`config.mk`:
```
export PLATFORM = sky130hd
export DESIGN_NAME = digit_scan_capture_flat
export DESIGN_NICKNAME = d
export VERILOG_FILES = /design/src/rtl/digit_scan_capture_if.sv /design/src/rtl/digit_scan_capture.sv /design/src/flat_wrapper.sv
export SDC_FILE = /design/constraint.sdc
export NUM_CORES = 1
export LEC_CHECK = 0
export ABC_AREA = 0
export CAP_MARGIN = 20
export CELL_PAD_IN_SITES_DETAIL_PLACEMENT = 0
export CELL_PAD_IN_SITES_GLOBAL_PLACEMENT = 2
export CORE_MARGIN = 5
export CORE_UTILIZATION = 31
export DETAILED_ROUTE_END_ITERATION = 12
export PLACE_DENSITY = 0.8
export SLEW_MARGIN = 40
export SYNTH_ARGS = -nofsm -noshare
export SYNTH_HDL_FRONTEND = slang
export SYNTH_SLANG_ARGS = --single-unit
```
`constraint.sdc`:
```
create_clock -name clk -period 2.9 [get_ports clk]
set_input_delay 0.58 -clock clk [delete_from_list [all_inputs] [get_ports clk]]
set_output_delay 0.58 -clock clk [all_outputs]
set_load 0.005 [all_outputs]
```
`src/rtl/digit_scan_capture_if.sv`:
```
// Bundle for the multiplexed seven-segment bus and the capture monitor's results.
// The display driver side uses master; the capture monitor uses slave.
interface digit_scan_capture_if #(
  parameter int SEG_W = 7
);
  logic               d0;
  logic               d1;
  logic               d2;
  logic               d3;
  logic [SEG_W-1:0]   seg_in;
  logic [4*SEG_W-1:0] digits;
  logic [3:0]         seen;
  logic [1:0]         active_idx;
  logic               frame_done;
  logic               sel_err;
  logic               scan_timeout;

  modport master (
    output d0, d1, d2, d3, seg_in,
    input  digits, seen, active_idx, frame_done, sel_err, scan_timeout
  );

  modport slave (
    input  d0, d1, d2, d3, seg_in,
    output digits, seen, active_idx, frame_done, sel_err, scan_timeout
  );
endinterface

```
`src/rtl/digit_scan_capture.sv`:
```
// Rebuilds the four digit patterns from a scanned seven-segment bus and flags bad strobes and stalls.
// Optional macro SEG_ACTIVE_LOW_EN: invert seg_in before storage for common-anode panels.
module digit_scan_capture #(
  parameter int SEG_W         = 7,
  parameter int STABLE_CYCLES = 2,
  parameter int TIMEOUT       = 255
) (
  input logic                 clk,
  input logic                 reset,
  digit_scan_capture_if.slave bus
);

  localparam logic [3:0]  STABLE_C  = 4'(STABLE_CYCLES);
  localparam logic [15:0] TIMEOUT_C = 16'(TIMEOUT);

  logic [3:0]       pat;
  logic             pat_valid;
  logic             pat_blank;
  logic             pat_illegal;
  logic [1:0]       pat_idx;
  logic [SEG_W-1:0] seg_store;

  logic [3:0]         prev_q, prev_d;
  logic [3:0]         cnt_q, cnt_d;
  logic [15:0]        tmo_q, tmo_d;
  logic [4*SEG_W-1:0] digits_q, digits_d;
  logic [3:0]         seen_q, seen_d;
  logic [1:0]         idx_q, idx_d;
  logic               frame_done_q, frame_done_d;
  logic               sel_err_q, sel_err_d;
  logic               scan_timeout_q, scan_timeout_d;
  logic               capture;
  logic [3:0]         seen_next;

  assign pat = {bus.d3, bus.d2, bus.d1, bus.d0};

`ifdef SEG_ACTIVE_LOW_EN
  assign seg_store = ~bus.seg_in;
`else
  assign seg_store = bus.seg_in;
`endif

  always_comb begin
    pat_valid = 1'b1;
    pat_idx   = 2'd0;
    case (pat)
      4'b1110: pat_idx = 2'd0;
      4'b1101: pat_idx = 2'd1;
      4'b1011: pat_idx = 2'd2;
      4'b0111: pat_idx = 2'd3;
      default: pat_valid = 1'b0;
    endcase
    pat_blank   = (pat == 4'b1111);
    pat_illegal = !pat_valid && !pat_blank;
  end

  always_comb begin
    prev_d         = pat;
    cnt_d          = 4'd0;
    tmo_d          = tmo_q;
    digits_d       = digits_q;
    seen_d         = seen_q;
    idx_d          = idx_q;
    frame_done_d   = 1'b0;
    sel_err_d      = 1'b0;
    scan_timeout_d = scan_timeout_q;
    seen_next      = seen_q;

    if (pat_valid) begin
      if (pat == prev_q)
        cnt_d = (cnt_q >= STABLE_C) ? STABLE_C : cnt_q + 4'd1;
      else
        cnt_d = 4'd1;
    end

    // A saturated counter on the same pattern must not capture again in this window.
    capture   = pat_valid && (cnt_d == STABLE_C) &&
                ((pat != prev_q) || (cnt_q != STABLE_C));
    sel_err_d = pat_illegal && (pat != prev_q);

    if (capture) begin
      for (int n = 0; n < 4; n++) begin
        if (pat_idx == 2'(n))
          digits_d[n*SEG_W +: SEG_W] = seg_store;
      end
      idx_d          = pat_idx;
      tmo_d          = 16'd0;
      scan_timeout_d = 1'b0;
      seen_next      = seen_q | (4'b0001 << pat_idx);
      if (seen_next == 4'b1111) begin
        seen_d       = 4'b0000;
        frame_done_d = 1'b1;
      end else begin
        seen_d = seen_next;
      end
    end else if (tmo_q != TIMEOUT_C) begin
      tmo_d = tmo_q + 16'd1;
      if (tmo_d == TIMEOUT_C) begin
        scan_timeout_d = 1'b1;
        seen_d         = 4'b0000;
      end
    end
  end

  always_ff @(posedge clk) begin
    if (reset) begin
      prev_q         <= 4'd0;
      cnt_q          <= 4'd0;
      tmo_q          <= 16'd0;
      digits_q       <= '0;
      seen_q         <= 4'd0;
      idx_q          <= 2'd0;
      frame_done_q   <= 1'b0;
      sel_err_q      <= 1'b0;
      scan_timeout_q <= 1'b0;
    end else begin
      prev_q         <= prev_d;
      cnt_q          <= cnt_d;
      tmo_q          <= tmo_d;
      digits_q       <= digits_d;
      seen_q         <= seen_d;
      idx_q          <= idx_d;
      frame_done_q   <= frame_done_d;
      sel_err_q      <= sel_err_d;
      scan_timeout_q <= scan_timeout_d;
    end
  end

  assign bus.digits       = digits_q;
  assign bus.seen         = seen_q;
  assign bus.active_idx   = idx_q;
  assign bus.frame_done   = frame_done_q;
  assign bus.sel_err      = sel_err_q;
  assign bus.scan_timeout = scan_timeout_q;

endmodule

```
`src/flat_wrapper.sv`:
```
// flat-port wrapper written by rule: the top's interface ports become plain ports
module digit_scan_capture_flat 
#(
  parameter int SEG_W         = 7,
  parameter int STABLE_CYCLES = 2,
  parameter int TIMEOUT       = 255
)
  (clk, reset, bus_d0, bus_d1, bus_d2, bus_d3, bus_seg_in, bus_digits, bus_seen, bus_active_idx, bus_frame_done, bus_sel_err, bus_scan_timeout);
  digit_scan_capture_if #(.SEG_W(SEG_W)) bus_i ();
  input logic clk;
  input logic reset;
  input wire logic [$bits(bus_i.d0)-1:0] bus_d0;
  input wire logic [$bits(bus_i.d1)-1:0] bus_d1;
  input wire logic [$bits(bus_i.d2)-1:0] bus_d2;
  input wire logic [$bits(bus_i.d3)-1:0] bus_d3;
  input wire logic [$bits(bus_i.seg_in)-1:0] bus_seg_in;
  output wire logic [$bits(bus_i.digits)-1:0] bus_digits;
  output wire logic [$bits(bus_i.seen)-1:0] bus_seen;
  output wire logic [$bits(bus_i.active_idx)-1:0] bus_active_idx;
  output wire logic [$bits(bus_i.frame_done)-1:0] bus_frame_done;
  output wire logic [$bits(bus_i.sel_err)-1:0] bus_sel_err;
  output wire logic [$bits(bus_i.scan_timeout)-1:0] bus_scan_timeout;
  assign bus_i.d0 = bus_d0;
  assign bus_i.d1 = bus_d1;
  assign bus_i.d2 = bus_d2;
  assign bus_i.d3 = bus_d3;
  assign bus_i.seg_in = bus_seg_in;
  assign bus_digits = bus_i.digits;
  assign bus_seen = bus_i.seen;
  assign bus_active_idx = bus_i.active_idx;
  assign bus_frame_done = bus_i.frame_done;
  assign bus_sel_err = bus_i.sel_err;
  assign bus_scan_timeout = bus_i.scan_timeout;
  digit_scan_capture #(.SEG_W(SEG_W), .STABLE_CYCLES(STABLE_CYCLES), .TIMEOUT(TIMEOUT)) u_core (.clk(clk), .reset(reset), .bus(bus_i));
endmodule
```
Word level (Yosys, flattened, before mapping)
Index checks and enable logic that the tools add are counted.
Word-level totals
  flip-flop bits (word level): 61
  bits in latches: 0
  memory bits (writable): 0
  bits in read-only memories: 0
  bits of input ports: 13
  output and inout port bits: 37
  word-level logic and storage cells: 62
  memories kept: 0
Operators by class
  $add $sub $neg: 2
  $mul: 0
  divide/modulo/power cells: 0
  magnitude comparators: 1
  equality and inequality tests: 15
  shift operators: 1
  multiplexer cells: 10
  bitwise logic cells: 2
  reduce and logical (&&, ||, !) cells: 19
Operator list (count)
  $mux W4: 7
  $eq A4 B4 Y1 const B: 5
  $add A16 B1 Y16 const B: 1
  $eq A16 B8 Y1 const B: 1
  $ne A16 B8 Y1 const B: 1
  $reduce_and A2 Y1: 6
  $pmux W2 S3: 1
  $add A4 B1 Y4 const B: 1
  $eq A2 B2 Y1 const B: 2
  $eq A4 B2 Y1 const B: 1
  $eq A4 B3 Y1 const B: 1
  $eq A4 B4 Y1: 1
  $ge A4 B2 Y1 const B: 1
  $logic_and A1 B1 Y1: 4
  $ne A4 B2 Y1 const B: 1
  $ne A4 B4 Y1: 1
  $or A4 B4 Y4: 1
  $reduce_bool A2 Y1: 2
  $reduce_or A2 Y1: 2
  $reduce_or A4 Y1: 1
  $shl A1 B2 Y4 const A: 1
  $eq A2 B1 Y1 const B: 1
  $logic_not A1 Y1: 2
  $logic_not A2 Y1: 1
  3 further kinds: 4

Longest topological paths before layout
Gate-level depths: netlist of run 1.
  word-level depth: 9
  mapped depth: 9
  gate-level depth less buffers: 8

Worst setup path after synthesis of run 1
Ideal clock, no wire load.
  path type: input -> register
  from: input bus_d0
  to: register u_core.seen_q[0], in the netlist u_core.bus.seen[0]
  setup time: 101 ps
  data arrival time: 2168 ps
  data required time: 2799 ps
  path slack: 631 ps
  cell stages on the path: 7
  buffers on the path: 1
  cell sequence: clkbuf_1 > xnor2_1 > nand4_1 > a21oi_1 > nand2_1 > or4b_1 > o41ai_1
Between the ends
  word-level cells in the longest chain between the ends: 9
  elaborated cells on any way between the ends: 23
  classes of those cells: eq/ne: 8; shift: 1; mux: 6; bitwise: 1; reduce/logical: 7
RTL lines
  start, declared: line flat_wrapper.sv:12  | input wire logic [$bits(bus_i.d0)-1:0] bus_d0;
  $eq A4 B4 Y1 or $eq A4 B3 Y1 (tied branches): line digit_scan_capture.sv:46  | case (pat)
  $reduce_or A4 Y1 (no source line)
  $mux W1: line digit_scan_capture.sv:46
  $mux W4: line digit_scan_capture.sv:69  | if (pat_valid) begin
  $eq A4 B2 Y1: line digit_scan_capture.sv:77  | capture = pat_valid && (cnt_d == STABLE_C) &&
  $logic_and A1 B1 Y1 (2 in series): line digit_scan_capture.sv:77
  $reduce_bool A2 Y1 (no source line)
  $reduce_and A2 Y1 (no source line)
  end signal, assigned: line digit_scan_capture.sv:121  | seen_q <= seen_d;
  end, declared: line digit_scan_capture.sv:27  | logic [3:0] seen_q, seen_d;
Parallel ways exist; a longest one is shown, timed or not.
A chain may end at the register's enable or synchronous reset.

Worst setup path in the final report of run 1
  from: register u_core.tmo_q[0]
  to: register u_core.seen_q[2], in the netlist u_core.bus.seen[2]
Between the ends
  word-level cells in the longest chain between the ends: 4
  elaborated cells on any way between the ends: 6
  classes of those cells: add/sub: 1; eq/ne: 2; reduce/logical: 3
RTL lines
  start, declared: line digit_scan_capture.sv:25  | logic [15:0] tmo_q, tmo_d;
  start signal, assigned: line digit_scan_capture.sv:119  | tmo_q <= tmo_d;
  $add A16 B1 Y16: line digit_scan_capture.sv:97  | tmo_d = tmo_q + 16'd1;
  $eq A16 B8 Y1: line digit_scan_capture.sv:98  | if (tmo_d == TIMEOUT_C) begin
  $reduce_bool A2 Y1 (no source line)
  $reduce_and A2 Y1 (no source line) (*)
Mark *: on every way between the ends. The rest lies on a longest branch, timed or not.

==> results of run 1 <==
[cell families after synthesis]
| family | synth area share [%] |
|---|---|
| adder cells (fa/ha/maj) | 1.86 |
| buffers and inverters | 4.04 |
| flip-flops | 45.3 |
| AND/OR/NAND/NOR | 21.7 |
| multiplexers | 10.4 |
| other | 0.139 |
| XOR/XNOR | 6.82 |
| AO/OA/AOI/OAI | 9.75 |
[through the flow]
stage	setup WS (ns)	instances
6_report	0.398	466
5_1_grt	0.147	466
4_1_cts	0.384	466
3_5_place_dp	0.274	450
3_3_place_gp	0.282	450
2_1_floorplan	0.631	297
[how the worst max path moves through the flow]
stage	to
after global placement	u_core.bus.seen[3]
after floorplan	u_core.bus.seen[0]
after global routing	u_core.bus.seen[2]
after CTS	u_core.bus.seen[2]
after detailed placement	u_core.bus.seen[1]
final	u_core.bus.seen[2]
[metal layers]
metal  share of wire, %  GRT usage [%]
met5                  0              0
met4                1.5           6.57
met2                 44           20.0
met3                5.5           4.16
met1                 49           17.8
[layout by cell type (no fill, tap or decap), types with 7 or more instances in the layout]
master / Yosys / layout
a21oi_1: 9 / 9
buf_4: 0 / 9
clkbuf_8: 0 / 10
clkdlybuf4s50_1: 0 / 49
dfxtp_1: 61 / 61
inv_1: 14 / 14
mux2i_1: 28 / 28
nand2_1: 16 / 16
nand3_1: 10 / 10
nor2_1: 49 / 49
nor3_1: 7 / 7
xnor2_1: 18 / 18
[power by group]
group	leakage [nW]	total (mW)	switching (mW)	internal [mW]
Sequential	0.494	0.859	0.0107	0.849
Combinational	0.804	0.108	0.0568	0.0511
Clock	0.107	0.788	0.360	0.427
Total	1.40	1.75	0.428	1.33
[tightest hold or removal path: stages, from the launching register on]
cell and delay, ns:
dfxtp_1 0.31, inv_1 0.05, o32ai_1 0.06
[layout make-up]
| type | instances | area, um^2 |
|---|---|---|
| Timing Repair Buffer | 59 | 578 |
| Multi-Input combinational cell | 208 | 1370 |
| Tap cell | 108 | 135 |
| Sequential cell | 61 | 1220 |
| Inverter | 14 | 52.6 |
| Clock inverter | 6 | 70.1 |
| Fill cell | 877 | 5030 |
| Clock buffer | 10 | 138 |
[registers in the layout, summed over array words and instances (netlist names)]
signal	cells
u_core.bus.digits	28
u_core.bus.frame_done	1
u_core.bus.active_idx	2
u_core.bus.scan_timeout	1
u_core.bus.seen	4
u_core.bus.sel_err	1
u_core.prev_q	4
u_core.tmo_q	16
u_core.cnt_q	4
[synth_stat cells, types with 2 or more instances]
master    instances  area share, %
dfxtp_1          61             45
clkbuf_1         10            1.4
a31oi_1           6            1.4
inv_1            14            1.9
xor2_1            3           0.98
buf_2             3           0.56
or3_1             3           0.70
nor3_1            7            1.3
nor4_1            4           0.93
a21o_1            2           0.56
mux2i_1          28             10
nor3b_1           4            1.1
o31ai_1           3           0.84
a21oi_1           9            1.7
and3_1            4           0.93
ha_1              4            1.9
nand2_1          16            2.2
xnor2_1          18            5.8
nand3_1          10            1.9
and4b_1           3            1.1
nand4_1           5            1.2
a211oi_1          4            1.1
or4b_1            2           0.74
o21ai_0           5           0.93
nor2_1           49            6.8
nor2b_1           2           0.46
==> impl_metrics.yaml, run 1 <==
setup_path:
  origin_of_the_worst_setup_path: "u_core.tmo_q[0]"
  worstPathRequired_ns: 3.12
  worstReg2RegStart: "u_core.tmo_q[0]"
  crit_type: "reg -> reg"
  timing.rr.end: "u_core.bus.seen[2]"
  path_cells: "ha_1, inv_1, or4b_1, a21oi_1, o2111ai_1, nor4_4, o31ai_1"
  crit_cells: 7
  critical-path-slowest-cell: "or4b_1"
  reg2regPathDepth: 7
  critical_path_peak_fanout: 7
  critical_path_buffer_and_inverter_count: 1
  reg2reg_setup_slack_ns: 0.40
  slowest_delay_ns: 0.51
  timing.critical_path.max_delay_family: "simple AND/OR/NAND/NOR gates"
  crit_path_end_kind: "register"
  cp.arrival_ns: 2.72
  cp_startpoint_kind: "register"
power:
  total_power_mw: 1.75
  powerDensity_nw_per_um2: 493
  power.ir.vdd_worst_v: 0.000220
  total_leakage_power_nw: 1.40
routing:
  post-route-drc-count: 0
  drtPass1Iterations: 4
  routed_wl_um: 6570
  route.vias.total: 2265
  route.antenna.remaining_nets: 0
  post_drt_wl_per_cell_um: 14.1
  detail_route.iter0.violations: 104
  post_drt_via_cell_ratio: 4.86
layout:
  areaGrowthSynthToFinish_pct: 32.1
  count_of_antenna_diodes_in_the_layout: 0
  finalNetCount: 370
  final_layout_size_suffix_gt1_share_pct: 8.38
  final_core_util_pct: 41.4
  design_area_um2: 3560
synthesis:
  synth_flop_cell: "dfxtp_1"
  seq_area_frac_synth_pct: 45.3
  syn_area_per_cell_um2: 9.07
  yosys_warnings: 0
  netlist_instances: 297
  area_of_the_mapped_netlist_um2: 2700
  synth.ff_latch_count: 61
  fraction_of_registers_with_async_set_or_reset_after_synthesis_pct: 0
  synth_edf_count: 0
  postSynthNetCount: 314
  ys_types: 44
clock_network:
  cts-root-buf: "clkbuf_8"
  cts_tree: "done"
  cts_buffer_depth: 2
  cts_hold_repair.buffers: 0
  clkTransAtPathRegs_ns: 0.07
  number_of_gates_resized_after_cts: 0
  number_of_h_tree_levels: 3
  clock_sink_count: 61
  clkLatencyLatePin_ns: 0.34
  tritoncts.num_buffers: 9
  post_cts.repair.setup_buffers: 0
timing:
  timing.slew.headroom_pct: 60.2
  finalSetupViolations: 0
  worst_pin_slew_ns: 0.592
  finalMaxSlewViolations: 0
  finalCritPeriodShare_pct: 86.3
  rsz0062_at_grt: "false"
  period_minus_slack_ns: 2.50
  final.setup.tns_ns: 0
  max_clock_freq_mhz: 400
  timing.hold.ws_ns: 0.468
  fin_skew_ns: 0.00826
  final_hold_viol_count: 0
floorplan:
  design.die.area_um2: 10700
  start_util_pct: 31.4
  die_width_um: 103
  core_footprint_um2: 8590
  die-height_um: 103
  io_pins: 50
  std_cell_rows: 34
hold_path:
  worst_hold_path_type: "reg -> reg"
  hold-path-cell-count: 2
  hold_start: "u_core.bus.active_idx[1]"
  hold_end: "u_core.bus.active_idx[1]"
global_routing:
  grt_start_max_net_pins: 37
  grt_util_all_layers_pct: 13.5
  antenna_violations_before_repair: 0
  wire_length_of_the_first_global_routing_pass_um: 11000
  grt_pass1_vias: 2188
  grt_overflow: 0
placed_design:
  place.gp.congestion: 0.837
  numPortBuffers: 49
  dp.final_hpwl_um: 4650
  post_dp_cell_area_um2: 3350
status:
  status: "finished, final reports clean"
flow_run:
  number_of_violations_of_the_max_capacitance_limit: 0
Power figures use the tool's default switching activity.
==> run 2: changes to the inputs <==
--- a/config.mk
+++ b/config.mk
@@ -11,8 +11,10 @@
 export CELL_PAD_IN_SITES_GLOBAL_PLACEMENT = 2
 export CORE_MARGIN = 5
 export CORE_UTILIZATION = 31
+export CTS_CLUSTER_SIZE = 28
 export DETAILED_ROUTE_END_ITERATION = 12
 export PLACE_DENSITY = 0.8
+export SETUP_SLACK_MARGIN = 0.5
 export SLEW_MARGIN = 40
 export SYNTH_ARGS = -nofsm -noshare
 export SYNTH_HDL_FRONTEND = slang
==> impl_metrics.yaml, run 2 (synthesized netlist as in run 1, its figures left out) <==
status:
  status: "finished, final reports clean"
timing:
  rsz0062_at_grt: "false"
  fin_skew_ns: 0.00820
  period_minus_slack_ns: 2.25
  finalMaxSlewViolations: 0
  finalCritPeriodShare_pct: 77.7
  timing.slew.headroom_pct: 60.6
  worst_pin_slew_ns: 0.586
  final_hold_viol_count: 0
  finalSetupViolations: 0
  final.setup.tns_ns: 0
  finalWorstSetupSlack_ns: 0.647
  max_clock_freq_mhz: 444
power:
  clock_power_share_pct: 44.9
  total_net_switching_power_mw: 0.428
  power.ir.vdd_worst_v: 0.000219
  pwr-share-comb_pct: 6.2
  power.internal_mw: 1.33
  sequentialPowerShare_pct: 49.0
  total_leakage_power_nw: 1.44
  swShare_pct: 24.4
  powerDensity_nw_per_um2: 489
clock_network:
  clkLatencyLatePin_ns: 0.35
  cts_hold_repair.buffers: 0
  cts_tree: "done"
  number_of_h_tree_levels: 3
  cts_buffer_depth: 2
  cts-root-buf: "clkbuf_8"
  tritoncts.num_buffers: 9
  clkTransAtPathRegs_ns: 0.07
  clock_sink_count: 61
setup_path:
  timing.rr.end: "u_core.bus.seen[2]"
  worstReg2RegStart: "u_core.tmo_q[0]"
  crit_type: "reg -> reg"
  reg2regPathDepth: 8
  critical_path_peak_fanout: 7
  crit_path_end_kind: "register"
  cp_startpoint_kind: "register"
  reg2reg_setup_slack_ns: 0.65
  cp.arrival_ns: 2.48
  worstPathRequired_ns: 3.12
layout:
  areaGrowthSynthToFinish_pct: 33.2
  final_layout_size_suffix_gt1_share_pct: 10.0
  count_of_antenna_diodes_in_the_layout: 0
  layout.cells.most_common: "dfxtp_1"
  largest_register_ffs: 28
  most-common-layout-cells: "dfxtp_1, nor2_1, clkdlybuf4s50_1"
  final_core_util_pct: 41.8
  finalNetCount: 371
  final_cells: 467
placed_design:
  detailedPlace.worstSlack_ns: 0.274
  place.gp.congestion: 0.837
  dp.final_hpwl_um: 4650
  numPortBuffers: 49
  place_inst: 450
global_routing:
  grt_pass1_vias: 2188
  grt_overflow: 0
  wire_length_of_the_first_global_routing_pass_um: 11000
  met1_usage_pct: 17.8
  gr-usage-met3_pct: 4.16
  antenna_violations_before_repair: 0
  grt_start_max_net_pins: 37
  grt_most_used_layer: "met2"
  global_route.usage.met2_pct: 20.0
  grt_util_all_layers_pct: 13.5
floorplan:
  die_width_um: 103
  core_footprint_um2: 8590
  io_pins: 50
  design.die.area_um2: 10700
  die-height_um: 103
  std_cell_rows: 34
  start_util_pct: 31.4
routing:
  post-route-drc-count: 0
  detail_route.iter0.violations: 119
  routed_wl_um: 6630
  route.vias.total: 2261
  post_drt_wl_per_cell_um: 14.2
  post_drt_via_cell_ratio: 4.84
  route.antenna.remaining_nets: 0
  drtPass1Iterations: 4
flow_run:
  number_of_violations_of_the_max_capacitance_limit: 0
hold_path:
  worst_hold_path_type: "reg -> reg"
  hold-path-cell-count: 2
  hold_start: "u_core.bus.active_idx[1]"
  hold_end: "u_core.bus.active_idx[1]"
## run 2: cell types whose count changed in the layout (fill, tap and decap cells not counted), sizes merged
| cell | previous run | this run |
|---|---|---|
| buf | 10 | 11 |
| clkdlybuf4s50 | 49 | 46 |
| dlymetal6s2s | 0 | 3 |
## run 2: final cells by class
| cell class | count | area [um^2] |
|---|---|---|
| Fill cell | 876 | 5000 |
| Multi-Input combinational cell | 208 | 1380 |
| Sequential cell | 61 | 1220 |
| Timing Repair Buffer | 60 | 593 |
| Clock buffer | 10 | 138 |
| Tap cell | 108 | 135 |
| Clock inverter | 6 | 70.1 |
| Inverter | 14 | 52.6 |
## run 2: worst max-delay path by stage
stage / to / depth (start not counted) / startpoint / slack, ns
floorplan: u_core.bus.seen[0] / 7 / bus_d0 / 0.63
CTS: u_core.bus.seen[2] / 7 / u_core.tmo_q[0] / 0.51
global route: u_core.bus.seen[0] / 7 / u_core.tmo_q[10] / 0.54
detailed placement: u_core.bus.seen[1] / 7 / bus_d2 / 0.27
global placement: u_core.bus.seen[3] / 7 / bus_d1 / 0.28
finish: u_core.bus.seen[2] / 8 / u_core.tmo_q[0] / 0.65
## run 2: worst max-delay path, cell delays in order (launching register included)
cell	delay (ns)
dfxtp_2	0.41
ha_2	0.26
inv_1	0.08
or4b_1	0.52
a21oi_1	0.15
o2111ai_1	0.22
nor4_4	0.25
buf_4	0.18
o31ai_1	0.07
## run 2: timing repair
item / in CTS / in global routing
setup buffers: 0 / 1
pin swaps: 1 / 1
gates resized for setup: 0 / 8
endpoints found under the setup margin: 5 / 5
hold endpoints to repair: 0 / 0
## run 2: routing by layer
layer | routed length, um | vias to the layer above
met1 | 3250 | 1059
met5 | 0 | -
met3 | 362 | 7
met2 | 2920 | 48
li1 | - | 1147
met4 | 95 | 0
## run 2: stage by stage
stage	hold WS, ns	instance area, um^2	total power [mW]
final	0.469	3590	1.76
after global routing	0.474	3590	1.84
after CTS	0.470	3560	1.78
after detailed placement	0.456	3350	0.987
after global placement	0.460	3350	0.987
after floorplan	0.448	2700	0.937
## run 2: power by group through the flow
stage	sequential [mW]	combinational, mW	clock (mW)
6_report	0.860	0.108	0.788
5_1_grt	0.861	0.121	0.857
4_1_cts	0.859	0.110	0.816
3_5_place_dp	0.879	0.109	0
3_3_place_gp	0.878	0.109	0
2_1_floorplan	0.876	0.0605	0
==> run 3: changes to the inputs <==
==> constraint.sdc (replaced) <==
create_clock -name clk -period 2.2 [get_ports clk]
set_input_delay 0.44 -clock clk [delete_from_list [all_inputs] [get_ports clk]]
set_output_delay 0.44 -clock clk [all_outputs]
set_load 0.005 [all_outputs]
==> impl_metrics.yaml, run 3 (synthesized netlist as in run 1, its figures left out) <==
layout:
  areaGrowthSynthToFinish_pct: 61.2
  most-common-layout-cells: "dfxtp_1, nor2_1, clkdlybuf4s50_1, buf_4, mux2i_1"
  design_area_um2: 4340
  layout.cells.most_common: "dfxtp_1"
  n_fill_cell: 810
  finalNetCount: 414
  largest_register_ffs: 28
  final_layout_size_suffix_gt1_share_pct: 33.8
  count_of_antenna_diodes_in_the_layout: 0
  final_core_util_pct: 50.6
flow_run:
  number_of_violations_of_the_max_capacitance_limit: 0
floorplan:
  std_cell_rows: 34
  design.die.area_um2: 10700
  core_footprint_um2: 8590
  die-height_um: 103
  start_util_pct: 31.4
  die_width_um: 103
  io_pins: 50
hold_path:
  worst_hold_path_type: "in -> reg"
setup_path:
  cp_startpoint_kind: "register"
  crit_type: "reg -> reg"
  crit_path_end_kind: "register"
  critical_path_peak_fanout: 5
  reg2reg_setup_slack_ns: 0.29
  cp.arrival_ns: 2.15
  worstPathRequired_ns: 2.44
clock_network:
  clock_sink_count: 61
  cts_tree: "done"
  cts_buffer_depth: 2
  tritoncts.num_buffers: 9
  cts-root-buf: "clkbuf_8"
  number_of_h_tree_levels: 3
  clkLatencyLatePin_ns: 0.34
  clkTransAtPathRegs_ns: 0.07
timing:
  final.setup.tns_ns: 0
  finalWorstSetupSlack_ns: 0.287
  rsz0062_at_grt: "true"
  finalMaxSlewViolations: 0
  finalCritPeriodShare_pct: 87.0
  final_hold_viol_count: 0
  period_minus_slack_ns: 1.91
  max_clock_freq_mhz: 523
  finalSetupViolations: 0
  fin_skew_ns: 0.0110
routing:
  post-route-drc-count: 0
  detail_route.iter0.violations: 90
  routedLengthMet1_um: 3480
  route.vias.total: 2476
  routed-wl-met3_um: 423
  drtPass1Iterations: 4
  wl_met2_um: 3480
  post_drt_wl_per_cell_um: 14.7
  route.antenna.remaining_nets: 0
  routed.top_layer: "met4"
  routed_wl_um: 7510
  post_drt_via_cell_ratio: 4.85
power:
  total_net_switching_power_mw: 0.573
  power.internal_mw: 1.90
  pwr-share-comb_pct: 9.6
  power.ir.vdd_worst_v: 0.000319
  total_leakage_power_nw: 1.81
  swShare_pct: 23.2
  powerDensity_nw_per_um2: 570
  clock_power_share_pct: 44.8
  sequentialPowerShare_pct: 45.6
status:
  status: "finished, final reports clean"
placed_design:
  numPortBuffers: 49
  post_dp_cell_area_um2: 3590
  dp.final_hpwl_um: 4880
  place.gp.congestion: 0.774
  detailedPlace.worstSlack_ns: -0.196
global_routing:
  wire_length_of_the_first_global_routing_pass_um: 11900
  grt_util_all_layers_pct: 14.6
  grt_pass1_vias: 2436
  antenna_violations_before_repair: 0
  grt_start_max_net_pins: 34
  grt_overflow: 0
run 3: cell types whose count changed in the layout (fill, tap and decap cells not counted), moves of 5 or more:
cell and delta:
buf_6 +7, a21oi_1 -6, nand3_4 +5, dfxtp_2 +8
buf_4 +30, dfxtp_4 +7, nand3_1 -5, nor2_1 -6
dfxtp_1 -15, a21oi_2 +6, clkdlybuf4s50_1 -6
run 3: what timing repair did:
action	in CTS	in global routing
cloned	1	0
hold buffers	0	0
endpoints found under the setup margin	58	59
pin swaps	18	11
buffers inserted	18	7
gates resized for setup	46	42
hold endpoints to repair	0	0
run 3: worst max-delay path, cell delays in order (launching register included):
cell	delay (ns)
dfxtp_4	0.40
buf_6	0.10
nand4_1	0.11
buf_4	0.18
nor3_4	0.16
buf_4	0.18
nor3_4	0.04
a31oi_4	0.18
nor4_4	0.06
buf_4	0.17
o31ai_1	0.22
run 3: path summary, 6_finish.rpt:
path                                               from                       to  cells past startpoint
worst max-delay path                    u_core.tmo_q[0]       u_core.bus.seen[1]                     10
worst min-delay path                             bus_d3         u_core.prev_q[3]                      2
worst max register to register          u_core.tmo_q[0]       u_core.bus.seen[1]                     10
worst min register to register  u_core.bus.scan_timeout  u_core.bus.scan_timeout                      1
run 3: power by group through the flow:
| stage | registers [mW] | logic [mW] | clock network (mW) |
|---|---|---|---|
| finish | 1.13 | 0.238 | 1.11 |
| global route | 1.13 | 0.255 | 1.20 |
| CTS | 1.13 | 0.217 | 1.14 |
| detailed placement | 1.16 | 0.173 | 0 |
| global placement | 1.16 | 0.171 | 0 |
| floorplan | 1.16 | 0.0964 | 0 |
run 3: layout make-up:
cell class | count | area [um^2] | share of cell area [%]
multi-input combinational | 208 | 1690 | 38.8
sequential | 61 | 1260 | 29.0
timing repair buffer | 103 | 995 | 22.9
clock buffer | 11 | 141 | 3.25
tap | 108 | 135 | 3.11
clock inverter | 5 | 75.1 | 1.73
inverter | 14 | 52.6 | 1.21
run 3: through the flow:
stage | hold slack (ns) | power (mW) | instances
floorplan | 0.464 | 1.25 | 297
global placement | 0.459 | 1.33 | 468
detailed placement | 0.468 | 1.33 | 468
CTS | 0.483 | 2.49 | 503
global route | 0.421 | 2.58 | 510
finish | 0.408 | 2.48 | 510
run 3: per-layer routing:
metal  GRT usage, %  vias to the layer above
met5              0                        -
met4           7.07                        0
met3           4.83                       13
met2           22.5                       54
met1           18.3                     1178
li1               -                     1231
